### src/rtl/i2s_tx_scheduler.sv
// I2S transmit scheduler: stereo-pair FIFO, bclk/lr_clk generation from clk,
// and MSB-first serialisation with the one-bit I2S delay after each lr edge.
module i2s_tx_scheduler #(
  parameter int unsigned SAMPLE_W   = 24,
  parameter int unsigned SLOT_W     = 32,
  parameter int unsigned BCLK_DIV   = 8,
  parameter int unsigned FIFO_DEPTH = 8,
  parameter int unsigned LOW_WATER  = 2
) (
  input  logic                          clk,
  input  logic                          rst,
  input  logic                          enable,
  input  logic                          in_valid,
  input  logic [2*SAMPLE_W-1:0]         in_data,
  output logic                          in_ready,
  output logic                          bclk,
  output logic                          lr_clk,
  output logic                          serial,
  output logic                          rpi_interrupt,
  output logic                          underrun,
  output logic [$clog2(FIFO_DEPTH):0]   level
);

  localparam int unsigned P_W   = $clog2(BCLK_DIV);
  localparam int unsigned B_W   = $clog2(2 * SLOT_W);
  localparam int unsigned PTR_W = $clog2(FIFO_DEPTH);
  localparam int unsigned LVL_W = PTR_W + 1;
  localparam int unsigned PAIR_W = 2 * SAMPLE_W;

  logic [PAIR_W-1:0]   mem_q [FIFO_DEPTH];
  logic [PTR_W-1:0]    wr_ptr_q, wr_ptr_d;
  logic [PTR_W-1:0]    rd_ptr_q, rd_ptr_d;
  logic [LVL_W-1:0]    level_q, level_d;
  logic [P_W-1:0]      p_q, p_d;
  logic [B_W-1:0]      b_q, b_d;
  logic [SAMPLE_W-1:0] shl_q, shl_d;
  logic [SAMPLE_W-1:0] shr_q, shr_d;
  logic                bclk_q, bclk_d;
  logic                lr_q, lr_d;
  logic                serial_q, serial_d;
  logic                irq_q, irq_d;
  logic                underrun_q, underrun_d;

  logic push, pop, bit_start, frame_start;

  // Readiness looks only at the registered level, so a full FIFO refuses even in a pop cycle.
  assign in_ready = !rst && (level_q < LVL_W'(FIFO_DEPTH));

  always_comb begin
    push        = in_valid && in_ready;
    bit_start   = enable && (p_q == '0);
    frame_start = bit_start && (b_q == '0);
    pop         = frame_start && (level_q != '0);

    wr_ptr_d   = wr_ptr_q + PTR_W'(push);
    rd_ptr_d   = rd_ptr_q + PTR_W'(pop);
    level_d    = level_q;
    p_d        = '0;
    b_d        = '0;
    shl_d      = shl_q;
    shr_d      = shr_q;
    bclk_d     = 1'b0;
    lr_d       = 1'b0;
    serial_d   = 1'b0;
    underrun_d = 1'b0;

    case ({push, pop})
      2'b10:   level_d = level_q + LVL_W'(1);
      2'b01:   level_d = level_q - LVL_W'(1);
      default: level_d = level_q;
    endcase

    if (enable) begin
      p_d        = (p_q == P_W'(BCLK_DIV - 1)) ? '0 : p_q + P_W'(1);
      b_d        = b_q;
      bclk_d     = (p_q >= P_W'(BCLK_DIV / 2));
      lr_d       = lr_q;
      serial_d   = serial_q;
      underrun_d = underrun_q;

      if (bit_start) begin
        b_d  = (b_q == B_W'(2 * SLOT_W - 1)) ? '0 : b_q + B_W'(1);
        lr_d = (b_q >= B_W'(SLOT_W));
        if ((b_q >= B_W'(1)) && (b_q <= B_W'(SAMPLE_W))) begin
          serial_d = shl_q[SAMPLE_W-1];
          shl_d    = shl_q << 1;
        end else if ((b_q >= B_W'(SLOT_W + 1)) && (b_q <= B_W'(SLOT_W + SAMPLE_W))) begin
          serial_d = shr_q[SAMPLE_W-1];
          shr_d    = shr_q << 1;
        end else begin
          serial_d = 1'b0;
        end
      end

      // Frame start loads the next pair, or silence plus a sticky underrun flag.
      if (frame_start) begin
        if (level_q != '0) begin
          {shl_d, shr_d} = mem_q[rd_ptr_q];
        end else begin
          shl_d      = '0;
          shr_d      = '0;
          underrun_d = 1'b1;
        end
      end
    end

    irq_d = enable && (level_d <= LVL_W'(LOW_WATER));
  end

  always_ff @(posedge clk) begin
    if (rst) begin
      wr_ptr_q   <= '0;
      rd_ptr_q   <= '0;
      level_q    <= '0;
      p_q        <= '0;
      b_q        <= '0;
      shl_q      <= '0;
      shr_q      <= '0;
      bclk_q     <= 1'b0;
      lr_q       <= 1'b0;
      serial_q   <= 1'b0;
      irq_q      <= 1'b0;
      underrun_q <= 1'b0;
    end else begin
      wr_ptr_q   <= wr_ptr_d;
      rd_ptr_q   <= rd_ptr_d;
      level_q    <= level_d;
      p_q        <= p_d;
      b_q        <= b_d;
      shl_q      <= shl_d;
      shr_q      <= shr_d;
      bclk_q     <= bclk_d;
      lr_q       <= lr_d;
      serial_q   <= serial_d;
      irq_q      <= irq_d;
      underrun_q <= underrun_d;
    end
  end

  // Storage needs no reset: pointers and level define what is valid.
  always_ff @(posedge clk) begin
    if (push) begin
      mem_q[wr_ptr_q] <= in_data;
    end
  end

  assign bclk          = bclk_q;
  assign lr_clk        = lr_q;
  assign serial        = serial_q;
  assign rpi_interrupt = irq_q;
  assign underrun      = underrun_q;
  assign level         = level_q;

endmodule
### config.mk
export PLATFORM = sky130hd
export DESIGN_NAME = i2s_tx_scheduler
export DESIGN_NICKNAME = d
export VERILOG_FILES = /design/src/rtl/i2s_tx_scheduler.sv
export SDC_FILE = /design/constraint.sdc
export NUM_CORES = 1
export LEC_CHECK = 0
export BUFFER_PORTS_ARGS = -buffer_cell sky130_fd_sc_hd__buf_2
export CORE_MARGIN = 1
export CORE_UTILIZATION = 40
export DETAILED_ROUTE_END_ITERATION = 8
export PLACE_DENSITY_LB_ADDON = 0.1
export SYNTH_ARGS = -nofsm -noshare
export SYNTH_HDL_FRONTEND = slang
export SYNTH_SLANG_ARGS = --single-unit
export TNS_END_PERCENT = 10
### constraint.sdc
create_clock -name clk -period 6.1 [get_ports clk]
set_input_delay 0.305 -clock clk [delete_from_list [all_inputs] [get_ports clk]]
set_output_delay 0.305 -clock clk [all_outputs]
set_load 0.1 [all_outputs]
# After elaboration in Yosys (flattened, before gate mapping)
# Memories as Yosys holds them, arrays and structs flattened. A register that Yosys moved wholly into a read port is not among the register bits.
# Index checks and enable logic that the tools add are counted.
# totals
mem_count,1
ff_bits,72
input_bits,52
out_inout_bits,10
ram_bits,384
# memory_table
memory,depth,width,read_ports,rd_clocked_by_memory_dff,write_ports,line_no,source
mem_q,8,48,1,1,1,30,logic [PAIR_W-1:0] mem_q [FIFO_DEPTH];
# classes
n_eq_ne,5
bitwise,2
reduce_logical,20
muxes,16
n_addsub,6
magnitude_cmp,8
# ops
cell,n
two-way mux 24 bit,9
>= comparator 6 bit (second input constant),2
logical AND 1 bit,8
case mux 4 bit (2 select lines),1
adder 3 x 1 -> 3 bit,2
adder 6 x 1 -> 6 bit (second input constant),1
equality test 6 bit (second input constant),1
>= comparator 6 x 1 -> 1 bit (second input constant),1
<= comparator 6 x 5 -> 1 bit (second input constant),1
<= comparator 6 bit (second input constant),1
zero test 6 bit,1
two-way mux 6 bit,1
nonzero test 2 bit,3
adder 4 x 1 -> 4 bit (second input constant),1
<= comparator 4 x 2 -> 1 bit (second input constant),1
less-than comparator 4 bit (second input constant),1
two-way mux 1 bit,4
AND reduction 4 bit,1
nonzero test 4 bit,1
subtractor 4 x 1 -> 4 bit (second input constant),1
adder 3 x 1 -> 3 bit (second input constant),1
equality test 3 bit (second input constant),1
>= comparator 3 bit (second input constant),1
zero test 3 bit,1
10 further kinds,11

# Longest topological paths before layout
# Gate-level depths: netlist of the first run.
# depth
ltp_word,8
depth_mapped,13
mapped_depth_nobuf,11

# Worst setup path after synthesis of the first run
# No wires, ideal clock.
# synth_path
path_type,flip-flop to flip-flop
startpoint,"reg level_q[3], in the netlist level[3]"
endpoint,mem mem_q[0][0] (netlist bit) (enable)
setup_slack_ps,-343
arrival_ps,5930
n_path_buf,0
required_time_ps,5587
path_stages_with_launch,6
setup_ps,513
path_cell_list,dfxtp_1 > nor2_1 > nand2_1 > inv_1 > nand2b_1 > nor3_1
# synth_via
elab_chain_cells,5
# synth_rtl
element,line_no,source
"start, declared",33,"logic [LVL_W-1:0] level_q, level_d;"
"start signal, assigned",127,level_q <= level_d;
less-than comparator 4 bit,47,assign in_ready = !rst && (level_q < LVL_W'(FIFO_DEPTH));
logical AND 1 bit,47,
via in_ready,15,"output logic in_ready,"
logical AND 1 bit,50,push = in_valid && in_ready;
two-way mux 1 bit,142,if (push) begin
two-way mux 1 bit (not written as such),143,mem_q[wr_ptr_q] <= in_data;
"end, declared",30,
# The timed path passes the listed nets, and every way through them passes these cells.

# Final worst setup path of the first run
# layout_path
startpoint,reg b_q[0]
endpoint,"reg irq_q, in the netlist rpi_interrupt"
# layout_via
elab_chain_cells,7
word_cells_on_any_way,8
classes_between,1 x order compare; 2 x eq/ne; 1 x mux; 4 x reduce/logical
# layout_rtl
element,line_no,source
"start, declared",35,"logic [B_W-1:0] b_q, b_d;"
"start signal, assigned",116,b_q <= '0;
"start signal, assigned",129,b_q <= b_d;
zero test 6 bit *,52,frame_start = bit_start && (b_q == '0);
logical AND 1 bit *,52,
logical AND 1 bit *,53,pop = frame_start && (level_q != '0);
equality test 2 x 1 -> 1 bit or equality test 2 bit (tied branches),67,"case ({push, pop})"
case mux 4 bit (2 select lines) *,67,
<= comparator 4 x 2 -> 1 bit *,107,irq_d = enable && (level_d <= LVL_W'(LOW_WATER));
logical AND 1 bit *,107,
"end signal, assigned",135,irq_q <= irq_d;
"end, declared",41,"logic irq_q, irq_d;"
# Mark *: on every way between the ends. The rest lies on a longest branch, timed or not.
# A chain may end at the register's enable or synchronous reset.

==> results of run 1 <==
-- what timing repair did --
item                                    in CTS  in global routing
endpoints found under the setup margin       0                  0
hold endpoints to repair                   200                  0
gates resized for setup                      0                  0
hold buffers                                26                  0
-- placed cells by master (no fill, tap or decap), drive strengths merged, types with 2 or more instances in the layout --
cell	instances
dfxtp	72
nor2b	6
nand4	2
buf	80
clkinvlp	2
nand2	35
inv	31
edfxtp	384
nand2b	5
xnor2	4
nor2	42
ha	13
o41ai	23
a21oi	8
mux2	48
nor3	29
clkinv	18
or3	2
nand3	3
and3	2
mux4	96
nor3b	2
a32o	2
nand3b	2
diode	2
o311ai	2
dlygate4sd3	26
clkbuf	68
xor2	5
a221oi	46
mux2i	2
-- power breakdown --
part           total, W  switching (W)  leakage [nW]  internal [W]
registers       0.00353      0.0000587          4.06       0.00347
logic          0.000848       0.000535          1.78      0.000314
clock network   0.00275        0.00118         0.718       0.00157
-- per-stage QoR --
stage               utilization (%)  std cells  hold WS, ns
floorplan                         -        942        0.404
global placement               42.8       1552        0.437
detailed placement             42.8       1552        0.443
CTS                            46.7       1667      0.00158
global route                   46.7       1667       0.0118
finish                         46.7       1669       0.0137
-- layout make-up --
cell class | count | share of cell area [%]
sequential | 456 | 62.6
multi-input combinational | 393 | 22.7
clock buffer | 68 | 6.46
tap | 592 | 3.57
timing repair buffer | 106 | 3.42
clock inverter | 21 | 0.616
inverter | 31 | 0.561
antenna | 2 | 0.0241
-- metal layers --
| metal | GRT usage, % | wire, um |
|---|---|---|
| met5 | 0 | 0 |
| met4 | 5.10 | 745 |
| met3 | 2.54 | 1210 |
| met2 | 23.8 | 16500 |
| met1 | 26.4 | 19700 |
-- flip-flops by register name (all words and copies together) (netlist names) --
register       cells
bclk               1
shr_q             24
level              4
b_q                6
p_q                3
wr_ptr_q           3
underrun           1
lr_clk             1
serial             1
rpi_interrupt      1
mem_q            384
shl_q             24
rd_ptr_q           3
-- worst max-delay path by stage --
stage / to / slack, ns
3_5_place_dp: rpi_interrupt / 2.69
4_1_cts: rpi_interrupt / 2.67
2_1_floorplan: mem_q[1][0] / -0.34
3_3_place_gp: rpi_interrupt / 2.73
6_report: rpi_interrupt / 2.73
5_1_grt: rpi_interrupt / 2.41
-- kinds of logic (layout without fill, tap and decap cells) --
logic type | after synthesis | after routing
flip-flops | 456 | 456
AND/OR/NAND/NOR | 137 | 137
XOR/XNOR | 9 | 9
adder cells (fa/ha/maj) | 13 | 13
buffers and inverters | 93 | 226
AO/OA/AOI/OAI | 88 | 88
other | 0 | 2
multiplexers | 146 | 146
==> results.sh, run 1 <==
export IMPL_cp_depth=11
export IMPL_ios=62
export IMPL_hold_viol_final=0
export IMPL_ir_drop_v=0.000201
export IMPL_rr_startpoint="b_q[0]"
export IMPL_crit_path_start="b_q[0]"
export IMPL_period_minus_slack_ns=3.37
export IMPL_wire_per_inst_um=22.9
export IMPL_root_buffer="clkbuf_16"
export IMPL_status="finished clean"
export IMPL_synthesis_area_mm2=0.0181
export IMPL_die_h_um=214
export IMPL_cts_tree="built"
export IMPL_drt_pass1_iterations=5
export IMPL_vias=8868
export IMPL_drt_iter0_markers=633
export IMPL_rr_endpoint="rpi_interrupt"
export IMPL_crit_buf_inv=1
export IMPL_synth_edf_count=384
export IMPL_hp_start="in_data[17]"
export IMPL_finalWorstSetupSlack_ns=2.73
export IMPL_syn_nets=1007
export IMPL_yosys_area_top_type="edfxtp_1"
export IMPL_required_ns=6.62
export IMPL_seq_area_frac_synth_pct=71.9
export IMPL_post_dp_hpwl_um=22000
export IMPL_avgViaCountPerCell=5.31
export IMPL_netlist_top_cells_area="edfxtp_1 64%, mux4_2 12%, dfxtp_1 8.0%, a221oi_2 3.5%, mux2_2 3.0%"
export IMPL_synth_top_family_by_area="multiplexers"
export IMPL_worstHoldPathCells=1
export IMPL_hold_end="mem_q[2][17]"
export IMPL_die_area_mm2=0.0460
export IMPL_tns_ns=0
export IMPL_rsz0062_at_grt="no"
export IMPL_netlist_instances=942
export IMPL_place_area_mm2=0.0190
export IMPL_p_total_w=0.00712
export IMPL_cts_setup_buffers=0
export IMPL_area_growth_pct=14.8
export IMPL_hold_class="primary input to register"
export IMPL_ys_async_sr_fraction_pct=0
export IMPL_cts_buffer_depth=3
export IMPL_cts_sinks=456
export IMPL_cp_top_family="simple AND/OR/NAND/NOR gates"
export IMPL_synth_most_common_cell="edfxtp_1"
export IMPL_dp_slack_ns=2.69
export IMPL_startpoint_type="register"
export IMPL_synth_top_area_share_pct=63.9
export IMPL_avgSynthCellArea_um2=19.2
export IMPL_worst_setup_path_end_kind="register"
export IMPL_grt_first_pass_wirelength_um=57700
export IMPL_cp_slowest_cell="nor3_4"
export IMPL_synth_xor_area_share_pct=0.437
export IMPL_crit_fanout=17
export IMPL_grt_max_degree=60
export IMPL_die_x_um=214
export IMPL_core_mm2=0.0444
export IMPL_ant_nets=0
export IMPL_finalWirelength_um=38200
export IMPL_synth_common_cells="384 x edfxtp_1, 96 x mux4_2, 72 x dfxtp_1"
export IMPL_initial_core_util_pct=40.6
export IMPL_synth_simple_gate_area_share_pct=3.69
export IMPL_synth_seq_cells=456
export IMPL_rows=77
export IMPL_setup_violations=0
export IMPL_grt_overflow_total=0
export IMPL_grt_pass1_vias=9043
export IMPL_nFillCells=3774
export IMPL_port_buffers=61
export IMPL_synthAdderAreaFrac_pct=0.901
export IMPL_cts_clk_slew_worst_paths_ns=0.06
export IMPL_worstMarginPinSlew_ns=1.16
export IMPL_gp_congestion=0.701
export IMPL_synth_cell_types=48
export IMPL_reg2reg_depth=11
export IMPL_drc=0
export IMPL_synth_compound_area_share_pct=5.60
export IMPL_timing_reg2reg_setup_slack_ns=2.73
export IMPL_cap_violations=0
export IMPL_synthFlopType="edfxtp_1"
export IMPL_critPathMostFrequentCell="ha_1"
export IMPL_cts_max_level=2
export IMPL_grt_usage_pct=16.8
export IMPL_final_cell_area_mm2=0.0207
export IMPL_power_density_mw_per_mm2=344
export IMPL_nNetsFinal=1102
export IMPL_slew_headroom_pct=22.2
export IMPL_cts_buffers=49
export IMPL_max_freq_mhz=296
export IMPL_cp_slowest_stage_delay_ns=0.79
export IMPL_antenna_found_initial=1
export IMPL_cp_arrival_ns=3.89
export IMPL_p_leak_nw=6.56
export IMPL_clock_latency_ns=0.58
export IMPL_multiInputGateArea_mm2=0.00471
export IMPL_critical_path_class="register to register"
export IMPL_path_cells="inv_1, ha_1, or4b_4, nor3_4, ha_1, xor2_1, ha_1, a21oi_1, mux2i_1, xor2_1, and4_1"
export IMPL_yosys_warnings=0
export IMPL_layout_drive_gt1_share_pct=32.5
export IMPL_period_share_pct=55.3
export IMPL_report_final_slew_viol_count=0
export IMPL_synth_mux_area_share_pct=15.1
export IMPL_seqCellArea_mm2=0.0130
export IMPL_clock_skew_ns=0.0133
Note: power is estimated with default switching activity, not from simulation.
==> inputs of run 2 (changes only) <==
--- a/config.mk
+++ b/config.mk
@@ -5,6 +5,7 @@
 export SDC_FILE = /design/constraint.sdc
 export NUM_CORES = 1
 export LEC_CHECK = 0
+export ABC_AREA = 1
 export BUFFER_PORTS_ARGS = -buffer_cell sky130_fd_sc_hd__buf_2
 export CORE_MARGIN = 1
 export CORE_UTILIZATION = 40
==> constraint.sdc (replaced) <==
create_clock -name clk -period 2.8 [get_ports clk]
set_input_delay 0.14 -clock clk [delete_from_list [all_inputs] [get_ports clk]]
set_output_delay 0.14 -clock clk [all_outputs]
set_load 0.1 [all_outputs]
==> results.sh, run 2 <==
export IMPL_rr_endpoint="rpi_interrupt"
export IMPL_p_seq_share_pct=46.2
export IMPL_largestRegisters="mem_q: 384 flops, shl_q: 24 flops, shr_q: 24 flops"
export IMPL_cts_setup_buffers=0
export IMPL_core_mm2=0.0456
export IMPL_die_area_mm2=0.0473
export IMPL_cts_buffer_depth=3
export IMPL_cts_tree="built"
export IMPL_cts_max_level=2
export IMPL_period_minus_slack_ns=2.48
export IMPL_rows=78
export IMPL_report_final_slew_viol_count=0
export IMPL_status="finished clean"
export IMPL_cts_sinks=456
export IMPL_netlist_top_cells_area="edfxtp_1 62%, nor2_1 8.4%, dfxtp_1 7.8%, nand2_1 6.7%, o21ai_0 4.5%"
export IMPL_synthFlopType="edfxtp_1"
export IMPL_power_density_mw_per_mm2=760
export IMPL_cp_arrival_ns=3.00
export IMPL_startpoint_type="register"
export IMPL_clock_latency_ns=0.59
export IMPL_layout_drive_gt1_share_pct=10.1
export IMPL_drt_pass1_iterations=5
export IMPL_synth_most_common_cell="nor2_1"
export IMPL_avgViaCountPerCell=4.98
export IMPL_synth_common_cells="418 x nor2_1, 384 x edfxtp_1, 331 x nand2_1"
export IMPL_grt_usage_pct=19.3
export IMPL_finalWirelength_um=44300
export IMPL_required_ns=3.31
export IMPL_port_buffers=61
export IMPL_cts_buffers=49
export IMPL_antenna_found_initial=3
export IMPL_ir_drop_v=0.000497
export IMPL_worst_setup_path_end_kind="register"
export IMPL_rsz0062_at_grt="no"
export IMPL_final_common_cell="nor2_1"
export IMPL_cp_slowest_cell="dfxtp_1"
export IMPL_largest_reg_flops=384
export IMPL_synthesis_area_mm2=0.0186
export IMPL_grt_pass1_vias=12000
export IMPL_cp_depth=16
export IMPL_syn_nets=1805
export IMPL_worstMarginPinSlew_ns=0.947
export IMPL_area_growth_pct=17.2
export IMPL_cts_clk_slew_worst_paths_ns=0.06
export IMPL_endpoint="rpi_interrupt"
export IMPL_grt_overflow_total=0
export IMPL_tns_ns=0
export IMPL_die_h_um=217
export IMPL_synth_cell_types=33
export IMPL_yosys_area_top_type="edfxtp_1"
export IMPL_clock_skew_ns=0.0179
export IMPL_finish_utilization_pct=47.7
export IMPL_hold_viol_final=0
export IMPL_top_register="mem_q"
export IMPL_wire_per_inst_um=17.9
export IMPL_finalWorstSetupSlack_ns=0.316
export IMPL_combinationalPowerShare_pct=16.1
export IMPL_cp_slowest_stage_delay_ns=0.41
export IMPL_crit_path_start="b_q[0]"
export IMPL_rr_startpoint="b_q[0]"
export IMPL_slew_headroom_pct=36.9
export IMPL_seq_area_frac_synth_pct=69.9
export IMPL_ios=62
export IMPL_drt_iter0_markers=891
export IMPL_hold_class="primary input to register"
export IMPL_max_freq_mhz=403
export IMPL_period_share_pct=88.7
export IMPL_grt_max_degree=194
export IMPL_critical_path_class="register to register"
export IMPL_ys_async_sr_fraction_pct=0
export IMPL_p_sw_share_pct=27.4
export IMPL_synth_top_area_share_pct=62.1
export IMPL_synth_edf_count=384
export IMPL_power_internal_w=0.0120
export IMPL_cp_top_family="simple AND/OR/NAND/NOR gates"
export IMPL_gp_congestion=0.835
export IMPL_netlist_instances=1740
export IMPL_p_switching_w=0.00454
export IMPL_drc=0
export IMPL_reg2reg_depth=16
export IMPL_setup_violations=0
export IMPL_p_leak_nw=7.93
export IMPL_synth_seq_cells=456
export IMPL_final_cell_mix="409 x nor2_1, 384 x edfxtp_1, 331 x nand2_1"
export IMPL_avgSynthCellArea_um2=10.7
export IMPL_crit_fanout=5
export IMPL_yosys_warnings=0
export IMPL_ant_nets=0
export IMPL_cap_violations=0
export IMPL_root_buffer="clkbuf_16"
export IMPL_clockPowerShare_pct=37.7
export IMPL_grt_first_pass_wirelength_um=69600
export IMPL_die_x_um=217
export IMPL_vias=12300
export IMPL_dp_slack_ns=0.361
export IMPL_path_cells="inv_1, ha_1, inv_1, nor2_1, and2_1, nand2_4, nor2_4, ha_1, nand2_1, inv_1, nor2_1, ha_1, o21a_1, a21oi_1, nand2_1, nor2_1"
export IMPL_post_dp_hpwl_um=21600
export IMPL_initial_core_util_pct=40.7
export IMPL_nNetsFinal=1900
export IMPL_timing_reg2reg_setup_slack_ns=0.32
export IMPL_crit_buf_inv=3
## run 2: tightest hold or removal path, cell delays in order
cell and delay, ns:
buf_2 0.07, nand2_1 0.14, inv_1 0.11, ha_1 0.12, inv_1 0.03, nor2_1 0.06
## run 2: metal layers
metal | up-vias | track usage, % | part of all wire, %
li1 | 6132 | - | -
met3 | 74 | 2.96 | 4.2
met1 | 5877 | 26.1 | 46
met4 | 4 | 6.24 | 2.2
met2 | 239 | 31.6 | 47
met5 | - | 0 | 0.052
## run 2: metrics by stage
stage | area (um^2) | instances | hold slack [ns] | power, W
3_3_place_gp | 19700 | 2334 | 0.417 | 0.0104
4_1_cts | 21800 | 2476 | 0.119 | 0.0167
3_5_place_dp | 19700 | 2334 | 0.421 | 0.0104
2_1_floorplan | 18600 | 1740 | 0.209 | 0.00968
5_1_grt | 21800 | 2477 | 0.209 | 0.0173
6_report | 21800 | 2477 | 0.144 | 0.0165
## run 2: logic make-up after synthesis
kind of cell    share of synthesized area [%]
simple gates                             19.6
flops                                    69.9
compound gates                           6.29
buf+inv                                  3.13
fa+ha+maj                               0.876
xor+xnor                                0.189
## run 2: final cells by class
type,count,area [um^2]
Inverter,39,150
Antenna cell,1,2.50
Clock inverter,20,148
Sequential cell,456,13000
Multi-Input combinational cell,1146,5080
Clock buffer,72,1410
Timing Repair Buffer,143,1230
Fill cell,4120,23800
Tap cell,600,751
## run 2: power groups by stage
| stage | clock (W) | sequential [W] | combinational (W) |
|---|---|---|---|
| 5_1_grt | 0.00664 | 0.00765 | 0.00303 |
| 6_report | 0.00623 | 0.00764 | 0.00266 |
| 2_1_floorplan | 0 | 0.00793 | 0.00175 |
| 3_5_place_dp | 0 | 0.00778 | 0.00263 |
| 3_3_place_gp | 0 | 0.00777 | 0.00261 |
| 4_1_cts | 0.00639 | 0.00763 | 0.00270 |
## run 2: how the worst min path moves through the flow
stage	startpoint	to	slack (ns)	cells past startpoint
2_1_floorplan	rst	shl_q[0]	0.21	1
3_3_place_gp	in_data[2]	mem_q[5][2]	0.42	1
3_5_place_dp	in_data[42]	mem_q[4][42]	0.42	1
4_1_cts	in_valid	wr_ptr_q[0]	0.12	6
5_1_grt	in_valid	wr_ptr_q[0]	0.21	6
6_report	in_valid	wr_ptr_q[0]	0.14	6
## run 2: what timing repair did
item                      CTS  global route
hold endpoints to repair  398             0
hold buffers               50             0
resized for setup           0             0
==> inputs of run 3 (changes only) <==
--- a/config.mk
+++ b/config.mk
@@ -5,7 +5,6 @@
 export SDC_FILE = /design/constraint.sdc
 export NUM_CORES = 1
 export LEC_CHECK = 0
-export ABC_AREA = 1
 export BUFFER_PORTS_ARGS = -buffer_cell sky130_fd_sc_hd__buf_2
 export CORE_MARGIN = 1
 export CORE_UTILIZATION = 40
==> results.sh, run 3 (same netlist as run 1, synthesis figures left out) <==
export IMPL_status="finished clean"
export IMPL_rsz0062_at_grt="yes"
export IMPL_top_register="mem_q"
export IMPL_drt_pass1_iterations=4
export IMPL_tns_ns=0
export IMPL_seqCellArea_mm2=0.0130
export IMPL_hold_class="primary input to register"
export IMPL_slew_headroom_pct=42.2
export IMPL_grt_overflow_total=0
export IMPL_grt_pass1_vias=9375
export IMPL_drt_iter0_markers=630
export IMPL_die_x_um=214
export IMPL_grt_max_degree=58
export IMPL_finalWirelength_um=37500
export IMPL_required_ns=3.22
export IMPL_core_mm2=0.0444
export IMPL_cts_tree="built"
export IMPL_avgViaCountPerCell=5.22
export IMPL_vias=8893
export IMPL_worst_setup_path_end_kind="register"
export IMPL_critical_path_class="register to register"
export IMPL_nFillCells=3662
export IMPL_worstMarginPinSlew_ns=0.867
export IMPL_multiInputGateArea_mm2=0.00474
export IMPL_critPathMostFrequentCell="ha_1"
export IMPL_setup_violations=0
export IMPL_root_buffer="clkbuf_16"
export IMPL_die_h_um=214
export IMPL_die_area_mm2=0.0460
export IMPL_period_share_pct=96.9
export IMPL_clock_skew_ns=0.0214
export IMPL_cp_arrival_ns=3.13
export IMPL_final_cell_mix="384 x edfxtp_1, 96 x mux4_2, 65 x dfxtp_1"
export IMPL_report_final_slew_viol_count=0
export IMPL_cp_slowest_cell="buf_4"
export IMPL_layout_drive_gt1_share_pct=33.4
export IMPL_p_leak_nw=6.78
export IMPL_power_density_mw_per_mm2=738
export IMPL_max_freq_mhz=369
export IMPL_port_buffers=61
export IMPL_largest_reg_flops=384
export IMPL_final_common_cell="edfxtp_1"
export IMPL_clock_latency_ns=0.58
export IMPL_area_growth_pct=18.0
export IMPL_largestRegisters="mem_q: 384 flops, shl_q: 24 flops, shr_q: 24 flops"
export IMPL_path_cells="inv_1, ha_1, or4b_4, nor3_4, buf_4, ha_1, ha_1, nor2b_1"
export IMPL_crit_buf_inv=2
export IMPL_finalWorstSetupSlack_ns=0.0874
export IMPL_cp_top_family="simple AND/OR/NAND/NOR gates"
export IMPL_cts_buffers=49
export IMPL_final_cell_area_mm2=0.0213
export IMPL_grt_first_pass_wirelength_um=58000
export IMPL_cts_buffer_depth=3
export IMPL_drc=0
export IMPL_ir_drop_v=0.000488
export IMPL_gp_congestion=0.741
export IMPL_initial_core_util_pct=40.6
export IMPL_antenna_found_initial=3
export IMPL_grt_usage_pct=16.8
export IMPL_cp_slowest_stage_delay_ns=0.62
export IMPL_cts_max_level=2
export IMPL_ios=62
export IMPL_cts_sinks=456
export IMPL_place_area_mm2=0.0193
export IMPL_period_minus_slack_ns=2.71
export IMPL_nNetsFinal=1135
export IMPL_crit_fanout=47
export IMPL_ant_nets=0
export IMPL_hold_viol_final=0
export IMPL_cts_clk_slew_worst_paths_ns=0.06
export IMPL_dp_slack_ns=0.126
export IMPL_cap_violations=0
export IMPL_wire_per_inst_um=22.0
export IMPL_finish_utilization_pct=48.0
export IMPL_post_dp_hpwl_um=18700
export IMPL_rows=77
export IMPL_startpoint_type="register"
run 3: cell count changes in the layout (fill, tap and decap cells not counted), sizes merged, moves of 48 or more:
cell / delta
o21ai: -172
nor2: -378
nand3: -105
mux4: +96
nand2: -299
mux2: +48
run 3: path summary, 6_finish.rpt:
check	start	endpoint	slack (ns)	cells after the start
max	b_q[1]	rd_ptr_q[1]	0.09	8
max reg2reg	b_q[1]	rd_ptr_q[1]	0.09	8
min reg2reg	shr_q[14]	shr_q[14]	0.46	2
min	rst	lr_clk	0.04	3
run 3: routing by layer:
layer / part of all wire (%) / global-route usage [%] / vias up
li1: - / - / 4093
met4: 2.2 / 5.74 / 0
met3: 3.9 / 2.98 / 53
met2: 47 / 26.9 / 140
met5: 0 / 0 / -
met1: 47 / 23.3 / 4607
run 3: what timing repair did:
action,4_1_cts,5_1_grt
endpoints found under the setup margin,0,4
setup buffers,0,0
hold buffers,49,0
hold endpoints to repair,387,0
resized for setup,0,1
run 3: stage by stage:
step | cells | hold WS, ns | power [W]
after CTS | 1700 | 0.0103 | 0.0159
after global routing | 1702 | 0.0408 | 0.0163
after global placement | 1562 | 0.412 | 0.00965
final | 1703 | 0.0432 | 0.0157
after detailed placement | 1562 | 0.412 | 0.00966
after floorplan | 942 | 0.239 | 0.00914
run 3: worst register-to-register path, stage by stage (launching register included):
cell     delay [ns]
dfxtp_1        0.34
inv_1          0.09
ha_1           0.14
or4b_4         0.51
nor3_4         0.23
buf_4          0.62
ha_1           0.30
ha_1           0.22
nor2b_1        0.12
run 3: cell type report:
cell class,instances,share of cell area [%]
clock inverters,23,0.910
clock buffers,66,6.26
multi-input cells,393,22.3
diodes,3,0.0352
repair buffers,139,5.52
well taps,592,3.48
inverters,31,0.546
flip-flops and latches,456,61.0
run 3: report_power, final:
part | internal, W | switching [W] | leakage, nW
clock network | 0.00361 | 0.00256 | 0.745
registers | 0.00756 | 0.000158 | 4.06
logic | 0.000758 | 0.00108 | 1.97
total | 0.0119 | 0.00379 | 6.78
